==> src/rtl/pll_reset_sequencer.sv <==
// PLL reset supervisor: pulses the PLL reset, debounces lock, then releases the
// downstream domain resets in staggered order, re-sequencing on lock loss.
`timescale 1ns/1ps
module pll_reset_sequencer #(
    parameter int RST_PULSE_CYCLES    = 16,
    parameter int LOCK_STABLE_CYCLES  = 1024,
    parameter int LOCK_TIMEOUT_CYCLES = 65536,
    parameter int MAX_RETRIES         = 3,
    parameter int NUM_DOMAINS         = 3,
    parameter int STAGGER_CYCLES      = 64,
    localparam int RETRY_W = (MAX_RETRIES > 0) ? $clog2(MAX_RETRIES + 1) : 1
) (
    input  logic                   clk_74a,
    input  logic                   reset_n,
    input  logic                   pll_locked_i,
    input  logic                   soft_reset_i,
    output logic                   pll_rst_o,
    output logic [NUM_DOMAINS-1:0] domain_rst_n_o,
    output logic                   ready_o,
    output logic                   fail_o,
    output logic [RETRY_W-1:0]     retry_count_o,
    output logic [7:0]             unlock_count_o,
    output logic [2:0]             state_o
);

    localparam int REL_MAX  = (NUM_DOMAINS - 1) * STAGGER_CYCLES;
    localparam int PULSE_W  = $clog2(RST_PULSE_CYCLES + 1);
    localparam int STABLE_W = $clog2(LOCK_STABLE_CYCLES + 1);
    localparam int TMO_W    = $clog2(LOCK_TIMEOUT_CYCLES + 1);
    localparam int REL_W    = $clog2(REL_MAX + 2);

    localparam logic [PULSE_W-1:0]  PULSE_LAST  = PULSE_W'(RST_PULSE_CYCLES - 1);
    localparam logic [STABLE_W-1:0] STABLE_LAST = STABLE_W'(LOCK_STABLE_CYCLES - 1);
    localparam logic [TMO_W-1:0]    TMO_LAST    = TMO_W'(LOCK_TIMEOUT_CYCLES - 1);
    localparam logic [REL_W-1:0]    REL_LAST    = REL_W'(REL_MAX);
    localparam logic [RETRY_W-1:0]  RETRY_MAX   = RETRY_W'(MAX_RETRIES);

    typedef enum logic [2:0] {
        S_RESET_PLL = 3'd0,
        S_WAIT_LOCK = 3'd1,
        S_STABLE    = 3'd2,
        S_RELEASE   = 3'd3,
        S_RUN       = 3'd4,
        S_FAIL      = 3'd5
    } state_t;

    state_t                 state, state_nxt;
    logic [PULSE_W-1:0]     pulse_cnt, pulse_nxt;
    logic [STABLE_W-1:0]    stable_cnt, stable_nxt;
    logic [TMO_W-1:0]       tmo_cnt, tmo_nxt;
    logic [REL_W-1:0]       rel_cnt, rel_nxt;
    logic                   pll_rst_nxt;
    logic [NUM_DOMAINS-1:0] domain_nxt;
    logic                   ready_nxt;
    logic                   fail_nxt;
    logic [RETRY_W-1:0]     retry_nxt;
    logic [7:0]             unlock_nxt;
    logic                   lock_meta;
    logic                   locked_s;
    logic                   lock_lost;

    always_ff @(posedge clk_74a or negedge reset_n) begin
        if (!reset_n) begin
            lock_meta <= 1'b0;
            locked_s  <= 1'b0;
        end else begin
            lock_meta <= pll_locked_i;
            locked_s  <= lock_meta;
        end
    end

    assign lock_lost = ((state == S_RELEASE) || (state == S_RUN)) && !locked_s;
    assign state_o   = state;

    always_ff @(posedge clk_74a or negedge reset_n) begin
        if (!reset_n) begin
            state          <= S_RESET_PLL;
            pulse_cnt      <= '0;
            stable_cnt     <= '0;
            tmo_cnt        <= '0;
            rel_cnt        <= '0;
            pll_rst_o      <= 1'b1;
            domain_rst_n_o <= '0;
            ready_o        <= 1'b0;
            fail_o         <= 1'b0;
            retry_count_o  <= '0;
            unlock_count_o <= '0;
        end else begin
            state          <= state_nxt;
            pulse_cnt      <= pulse_nxt;
            stable_cnt     <= stable_nxt;
            tmo_cnt        <= tmo_nxt;
            rel_cnt        <= rel_nxt;
            pll_rst_o      <= pll_rst_nxt;
            domain_rst_n_o <= domain_nxt;
            ready_o        <= ready_nxt;
            fail_o         <= fail_nxt;
            retry_count_o  <= retry_nxt;
            unlock_count_o <= unlock_nxt;
        end
    end

    // Soft reset and lock loss share one path back to RESET_PLL; FAIL only
    // listens to soft reset. The timeout has priority over lock progress.
    always_comb begin
        state_nxt   = state;
        pulse_nxt   = pulse_cnt;
        stable_nxt  = stable_cnt;
        tmo_nxt     = tmo_cnt;
        rel_nxt     = rel_cnt;
        pll_rst_nxt = pll_rst_o;
        domain_nxt  = domain_rst_n_o;
        ready_nxt   = ready_o;
        fail_nxt    = fail_o;
        retry_nxt   = retry_count_o;
        unlock_nxt  = unlock_count_o;

        if (lock_lost && (unlock_count_o != 8'hFF)) begin
            unlock_nxt = unlock_count_o + 8'd1;
        end

        if (state == S_FAIL) begin
            if (soft_reset_i) begin
                state_nxt = S_RESET_PLL;
                fail_nxt  = 1'b0;
                retry_nxt = '0;
                pulse_nxt = '0;
                tmo_nxt   = '0;
            end
        end else if (soft_reset_i || lock_lost) begin
            state_nxt   = S_RESET_PLL;
            pll_rst_nxt = 1'b1;
            domain_nxt  = '0;
            ready_nxt   = 1'b0;
            retry_nxt   = '0;
            pulse_nxt   = '0;
            tmo_nxt     = '0;
        end else begin
            case (state)
                S_RESET_PLL: begin
                    tmo_nxt = '0;
                    if (pulse_cnt == PULSE_LAST) begin
                        state_nxt   = S_WAIT_LOCK;
                        pll_rst_nxt = 1'b0;
                    end else begin
                        pulse_nxt = pulse_cnt + 1'b1;
                    end
                end
                S_WAIT_LOCK, S_STABLE: begin
                    tmo_nxt = tmo_cnt + 1'b1;
                    if (tmo_cnt == TMO_LAST) begin
                        pll_rst_nxt = 1'b1;
                        pulse_nxt   = '0;
                        tmo_nxt     = '0;
                        if (retry_count_o < RETRY_MAX) begin
                            retry_nxt = retry_count_o + 1'b1;
                            state_nxt = S_RESET_PLL;
                        end else begin
                            fail_nxt  = 1'b1;
                            state_nxt = S_FAIL;
                        end
                    end else if (state == S_WAIT_LOCK) begin
                        if (locked_s) begin
                            state_nxt  = S_STABLE;
                            stable_nxt = '0;
                        end
                    end else if (!locked_s) begin
                        state_nxt  = S_WAIT_LOCK;
                        stable_nxt = '0;
                    end else if (stable_cnt == STABLE_LAST) begin
                        state_nxt     = S_RELEASE;
                        rel_nxt       = '0;
                        domain_nxt[0] = 1'b1;
                    end else begin
                        stable_nxt = stable_cnt + 1'b1;
                    end
                end
                S_RELEASE: begin
                    for (int i = 1; i < NUM_DOMAINS; i++) begin
                        if (32'(rel_cnt) + 1 == i * STAGGER_CYCLES) begin
                            domain_nxt[i] = 1'b1;
                        end
                    end
                    if (rel_cnt == REL_LAST) begin
                        state_nxt = S_RUN;
                        ready_nxt = 1'b1;
                        retry_nxt = '0;
                    end else begin
                        rel_nxt = rel_cnt + 1'b1;
                    end
                end
                S_RUN: begin
                end
                default: begin
                    state_nxt   = S_RESET_PLL;
                    pll_rst_nxt = 1'b1;
                    domain_nxt  = '0;
                    ready_nxt   = 1'b0;
                    pulse_nxt   = '0;
                end
            endcase
        end
    end

endmodule

==> config.mk <==
export PLATFORM = sky130hd
export DESIGN_NAME = pll_reset_sequencer
export DESIGN_NICKNAME = d
export VERILOG_FILES = /design/src/rtl/pll_reset_sequencer.sv
export SDC_FILE = /design/constraint.sdc
export NUM_CORES = 1
export LEC_CHECK = 0
export CELL_PAD_IN_SITES_DETAIL_PLACEMENT = 0
export CELL_PAD_IN_SITES_GLOBAL_PLACEMENT = 2
export CORE_AREA = 2 2 104 106
export DETAILED_ROUTE_END_ITERATION = 10
export DIE_AREA = 0 0 106 108
export GPL_ROUTABILITY_DRIVEN = 0
export PLACE_DENSITY_LB_ADDON = 0.3
export RECOVER_POWER = 50
export SLEW_MARGIN = 20
export SYNTH_ARGS = -nofsm -noshare
export SYNTH_HDL_FRONTEND = slang
export SYNTH_SLANG_ARGS = --single-unit
==> constraint.sdc <==
create_clock -name clk_74a -period 2.2 [get_ports clk_74a]
set_input_delay 0.44 -clock clk_74a [delete_from_list [all_inputs] [get_ports clk_74a]]
set_output_delay 0.44 -clock clk_74a [all_outputs]
set_load 0.02 [all_outputs]
* After elaboration in Yosys (flattened, before gate mapping)
Index checks and enable logic that the tools add are counted.
** Storage, ports and cells
- Flip-flop bits (word level) :: 62
- Input bits :: 4
- Output and inout port bits :: 19
- Word-level logic and storage cells :: 158
** Operators by class
- $add $sub $neg :: 7
- Magnitude comparators :: 1
- Eq/ne operators :: 43
- Multiplexer cells :: 62
- Bitwise logic cells :: 3
- Reduce and logical (&&, ||, !) cells :: 27
** Operators with widths (number)
- $mux 17 :: 4
- $mux 11 :: 4
- $mux 8 :: 5
- $mux 3 :: 12
- $pmux 17 s2 :: 1
- $eq 32x7->1 const B :: 1
- $mux 5 :: 5
- $ne 3x3->1 const B :: 7
- $ne 2x2->1 const B :: 9
- $reduce_and 6->1 :: 3
- $add 17x1->17 const B :: 1
- $eq 17x16->1 const B :: 1
- $mux 1 :: 17
- $add 8x1->8 const B :: 2
- $ne 4x4->1 const B :: 4
- $pmux 8 s2 :: 1
- $ne 3x1->1 const B :: 5
- $pmux 5 s3 :: 1
- $mux 2 :: 6
- $pmux 3 s4 :: 1
- $add 11x1->11 const B :: 1
- $eq 11x10->1 const B :: 1
- $reduce_and 5->1 :: 2
- $add 8x1->9 const B :: 1
- 31 further kinds :: 48

* Depth between registers and ports, before layout
- Depth after elaboration :: 8
- Gate-level depth with buffers :: 8
- Mapped depth without buffers :: 8

* Worst setup path before layout
No wires, ideal clock.
- Path kind :: register to register
- From :: reg pulse_cnt[0]
- To :: reg pulse_cnt[2]
- Setup time :: 0.101 ns
- Data arrival time :: 1.857 ns
- Data required time :: 2.099 ns
- Setup slack :: 0.243 ns
- Stages on the path, launching flop included :: 9
- Path buffers :: 0
- Clock period less this slack :: 1.957 ns
- Path through :: dfrtp_1 ha_1 and3_1 ha_1 or3b_2 a21oi_1 nor3_1 a21boi_0 o32ai_1
** Between the ends
- Longest elaborated chain between the ends :: 5
- Elaborated cells between the ends (all ways) :: 8
- Those cells by class :: add/sub (1); eq/ne (2); mux (4); reduce/logical (1)
** Ends and longest elaborated chain
- start: declaration :: line 48 : logic [PULSE_W-1:0] pulse_cnt, pulse_nxt;
- start signal: assignment :: line 90 : pulse_cnt <= pulse_nxt;
- $add 5x1->5 :: line 146 : pulse_nxt = pulse_cnt + 1'b1;
- $mux 5 :: line 142 : if (pulse_cnt == PULSE_LAST) begin
- $pmux 5 s3 :: line 139 : case (state)
- $mux 5 :: line 130 : end else if (soft_reset_i || lock_lost) begin
- $mux 5 :: line 122 : if (state == S_FAIL) begin
Parallel ways exist; a longest one is shown, timed or not. The select of a mux whose other input is x is not followed.
A chain may end at the register's enable or synchronous reset.

* Final worst setup path
- From :: reg state[2] (netlist: state_o[2])
- To :: out state_o[2]
** RTL lines
- start: declaration :: line 47 : state_t state, state_nxt;
- start signal: assignment :: line 89 : state <= state_nxt;
- end: declaration :: line 23 : output logic [2:0] state_o
No word-level cell between the ends.

==> results.json <==
{
  "timing.hold.ws_ns": 0.238,
  "hold_viol": 0,
  "cp_data_arrival_time_ns": 1.67,
  "min_period_ns": 2.11,
  "place_area_mm2": 0.00460,
  "outcome": "complete, no violations",
  "ys.flop_type": "dfrtp_1",
  "ios": 23,
  "setup_viol": 0,
  "layout_commonest_cell": "dfrtp_1",
  "fin_tns_setup_ns": 0,
  "cellLeakagePower_nw": 2.00,
  "fin_ws_ns": 0.0926,
  "required_ns": 1.76,
  "pre_cts_slack_ns": -0.115,
  "drc": 0,
  "rows": 37,
  "grt_pass1_vias": 3521,
  "synth.distinct_cells": 73,
  "maxCapViolCount": 0,
  "p_per_area_mw_per_mm2": 920,
  "cts.sinks": 62,
  "grt-ovfl-total": 0,
  "ir_worst_vdd_uv": 523,
  "die_h_um": 108,
  "drt_iter0_markers": 158,
  "syn_nets": 439,
  "die_w_um": 106,
  "total_power_mw": 4.46,
  "antenna_found_initial": 0,
  "ys_seq_area_share_pct": 40.1,
  "yosysWarningCount": 0,
  "cts_tree": "done",
  "synth_edf_count": 0,
  "met1_length_mm": 4.92,
  "ctsHoldBuffers": 0,
  "numCtsBuffers": 9,
  "num_vias": 3607,
  "path_max_fanout": 11,
  "path_class": "flop to output port",
  "dp.cells": 622,
  "maxSlewHeadroom_pct": 31.6,
  "postRouteAntennaNets": 0,
  "finalCritPeriodShare_pct": 95.8,
  "clock-root-buffer": "clkbuf_8",
  "grt_max_degree": 46,
  "htreeDepth": 3,
  "die-area_mm2": 0.0114,
  "wl_per_cell_um": 16.6,
  "syn2layout_area_growth_pct": 25.2,
  "synth_cells": 426,
  "slew_violations": 0,
  "numPortBuffers": 22,
  "final_cell_mix": "60 x dfrtp_1, 53 x buf_4, 38 x nand2_1, 30 x nand3_1, 26 x o21ai_0",
  "hp-class": "primary input to asynchronous set/reset pin",
  "grt.total_usage_pct": 19.6,
  "final_cells": 638,
  "initial_core_util_pct": 37.8,
  "drive_above_1_share_pct": 19.9,
  "cts.clk_slew.worst_paths_ns": 0.08,
  "skew_ns": 0.00999,
  "syn_area_mm2": 0.00387,
  "dp_hpwl_mm": 7.66,
  "fmax_mhz": 475,
  "cts.path.max_buffers": 2,
  "drt-total-wl_mm": 10.6,
  "avgSynthCellArea_um2": 9.09,
  "crit_path_start_kind": "flop",
  "worstMarginPinSlew_ns": 1.03,
  "synthArstFlopShare_pct": 100,
  "synth-seq-cells": 62,
  "fill_cells": 1011,
  "diodes": 0,
  "coreArea_mm2": 0.0102,
  "wl_met2_mm": 5.23,
  "post_cts_buffers": 0,
  "highest_layer": "met4",
  "wl_met3_um": 262,
  "nNetsFinal": 510,
  "fin_util_pct": 47.4,
  "final_area_mm2": 0.00485,
  "firstDrtPassIters": 4,
  "cp-end-kind": "output port",
  "viasPerCell": 5.65,
  "clock_latency_ns": 0.36,
  "grt_pass1_wl_mm": 17.7
}
[where the power goes]
| group | switching (mW) | internal (mW) |
|---|---|---|
| sequential | 0.222 | 1.32 |
| combinational | 0.970 | 0.785 |
| clock | 0.489 | 0.671 |
| total | 1.68 | 2.78 |
[path summary, 6_finish.rpt]
check / endpoint / start / slack (ns) / cells after the start
worst min register to register: locked_s$_DFF_PN0_ / lock_meta$_DFF_PN0_ / 0.36 / 0
worst max-delay path: state_o[2] / state_o[2]$_DFFE_PN0P_ / 0.09 / 2
worst min-delay path: stable_cnt[2]$_DFFE_PN0P_ / reset_n / 0.24 / 1
min in group clk_74a: locked_s$_DFF_PN0_ / lock_meta$_DFF_PN0_ / 0.36 / 0
max in group asynchronous: state_o[2]$_DFFE_PN0P_ / reset_n / 0.64 / 2
worst max register to register: pulse_cnt[2]$_DFFE_PN0P_ / pulse_cnt[1]$_DFFE_PN0P_ / 0.13 / 8
[cell type report]
type / instances / area [um2] / area share (%)
timing repair buffer: 77 / 639 / 13.2
clock buffer: 11 / 141 / 2.92
clock inverter: 5 / 82.6 / 1.70
tap: 136 / 170 / 3.51
inverter: 20 / 75.1 / 1.55
multi-input combinational: 327 / 2180 / 45.1
sequential: 62 / 1550 / 32.1
[Yosys cell counts (all sizes together) (6+ instances only)]
cell	count	area (um2)
a211oi	7	57.6
a21oi	18	90.1
and3	10	62.6
buf	15	90.1
dfrtp	61	1530
ha	9	113
inv	20	75.1
nand2	38	143
nand2b	6	45.0
nand3	32	160
nand4	12	75.1
nor2	24	95.1
nor3	11	71.3
o211ai	8	60.1
o21ai	32	168
o31ai	9	67.6
or3	8	50.1
or4	9	71.3
xnor2	14	123
[kinds of logic after synthesis]
family,count (synthesis),synth area share (%)
simple gates,174,24.9
mux,6,1.78
flops,62,40.1
xor+xnor,18,4.07
compound gates,120,21.7
buf+inv,37,4.49
fa+ha+maj,9,2.91
[registers in the layout (all words and copies together), names as in the netlist, 2 cells and up]
| signal | cells |
|---|---|
| stable_cnt | 11 |
| rel_cnt | 8 |
| state_o | 3 |
| unlock_count_o | 8 |
| pulse_cnt | 5 |
| tmo_cnt | 17 |
| retry_count_o | 2 |
| domain_rst_n_o | 3 |
[repair_timing]
action / 4_1_cts / 5_1_grt
endpoints found under the setup margin: 6 / 23
pin swaps: 1 / 1
gates resized for setup: 3 / 6
[critical path, cell delays in order (launching register included)]
cell             delay (ns)
dfrtp_2                0.50
buf_4                  0.20
clkdlybuf4s50_1        0.61
[metal layers]
layer  vias to the layer above  global-route usage (%)
met1                      1788                    25.5
li1                       1750                       -
met4                         0                    6.67
met3                        12                    3.44
met2                        57                    33.3
met5                         -                       0
(Power assumes the default switching activity.)
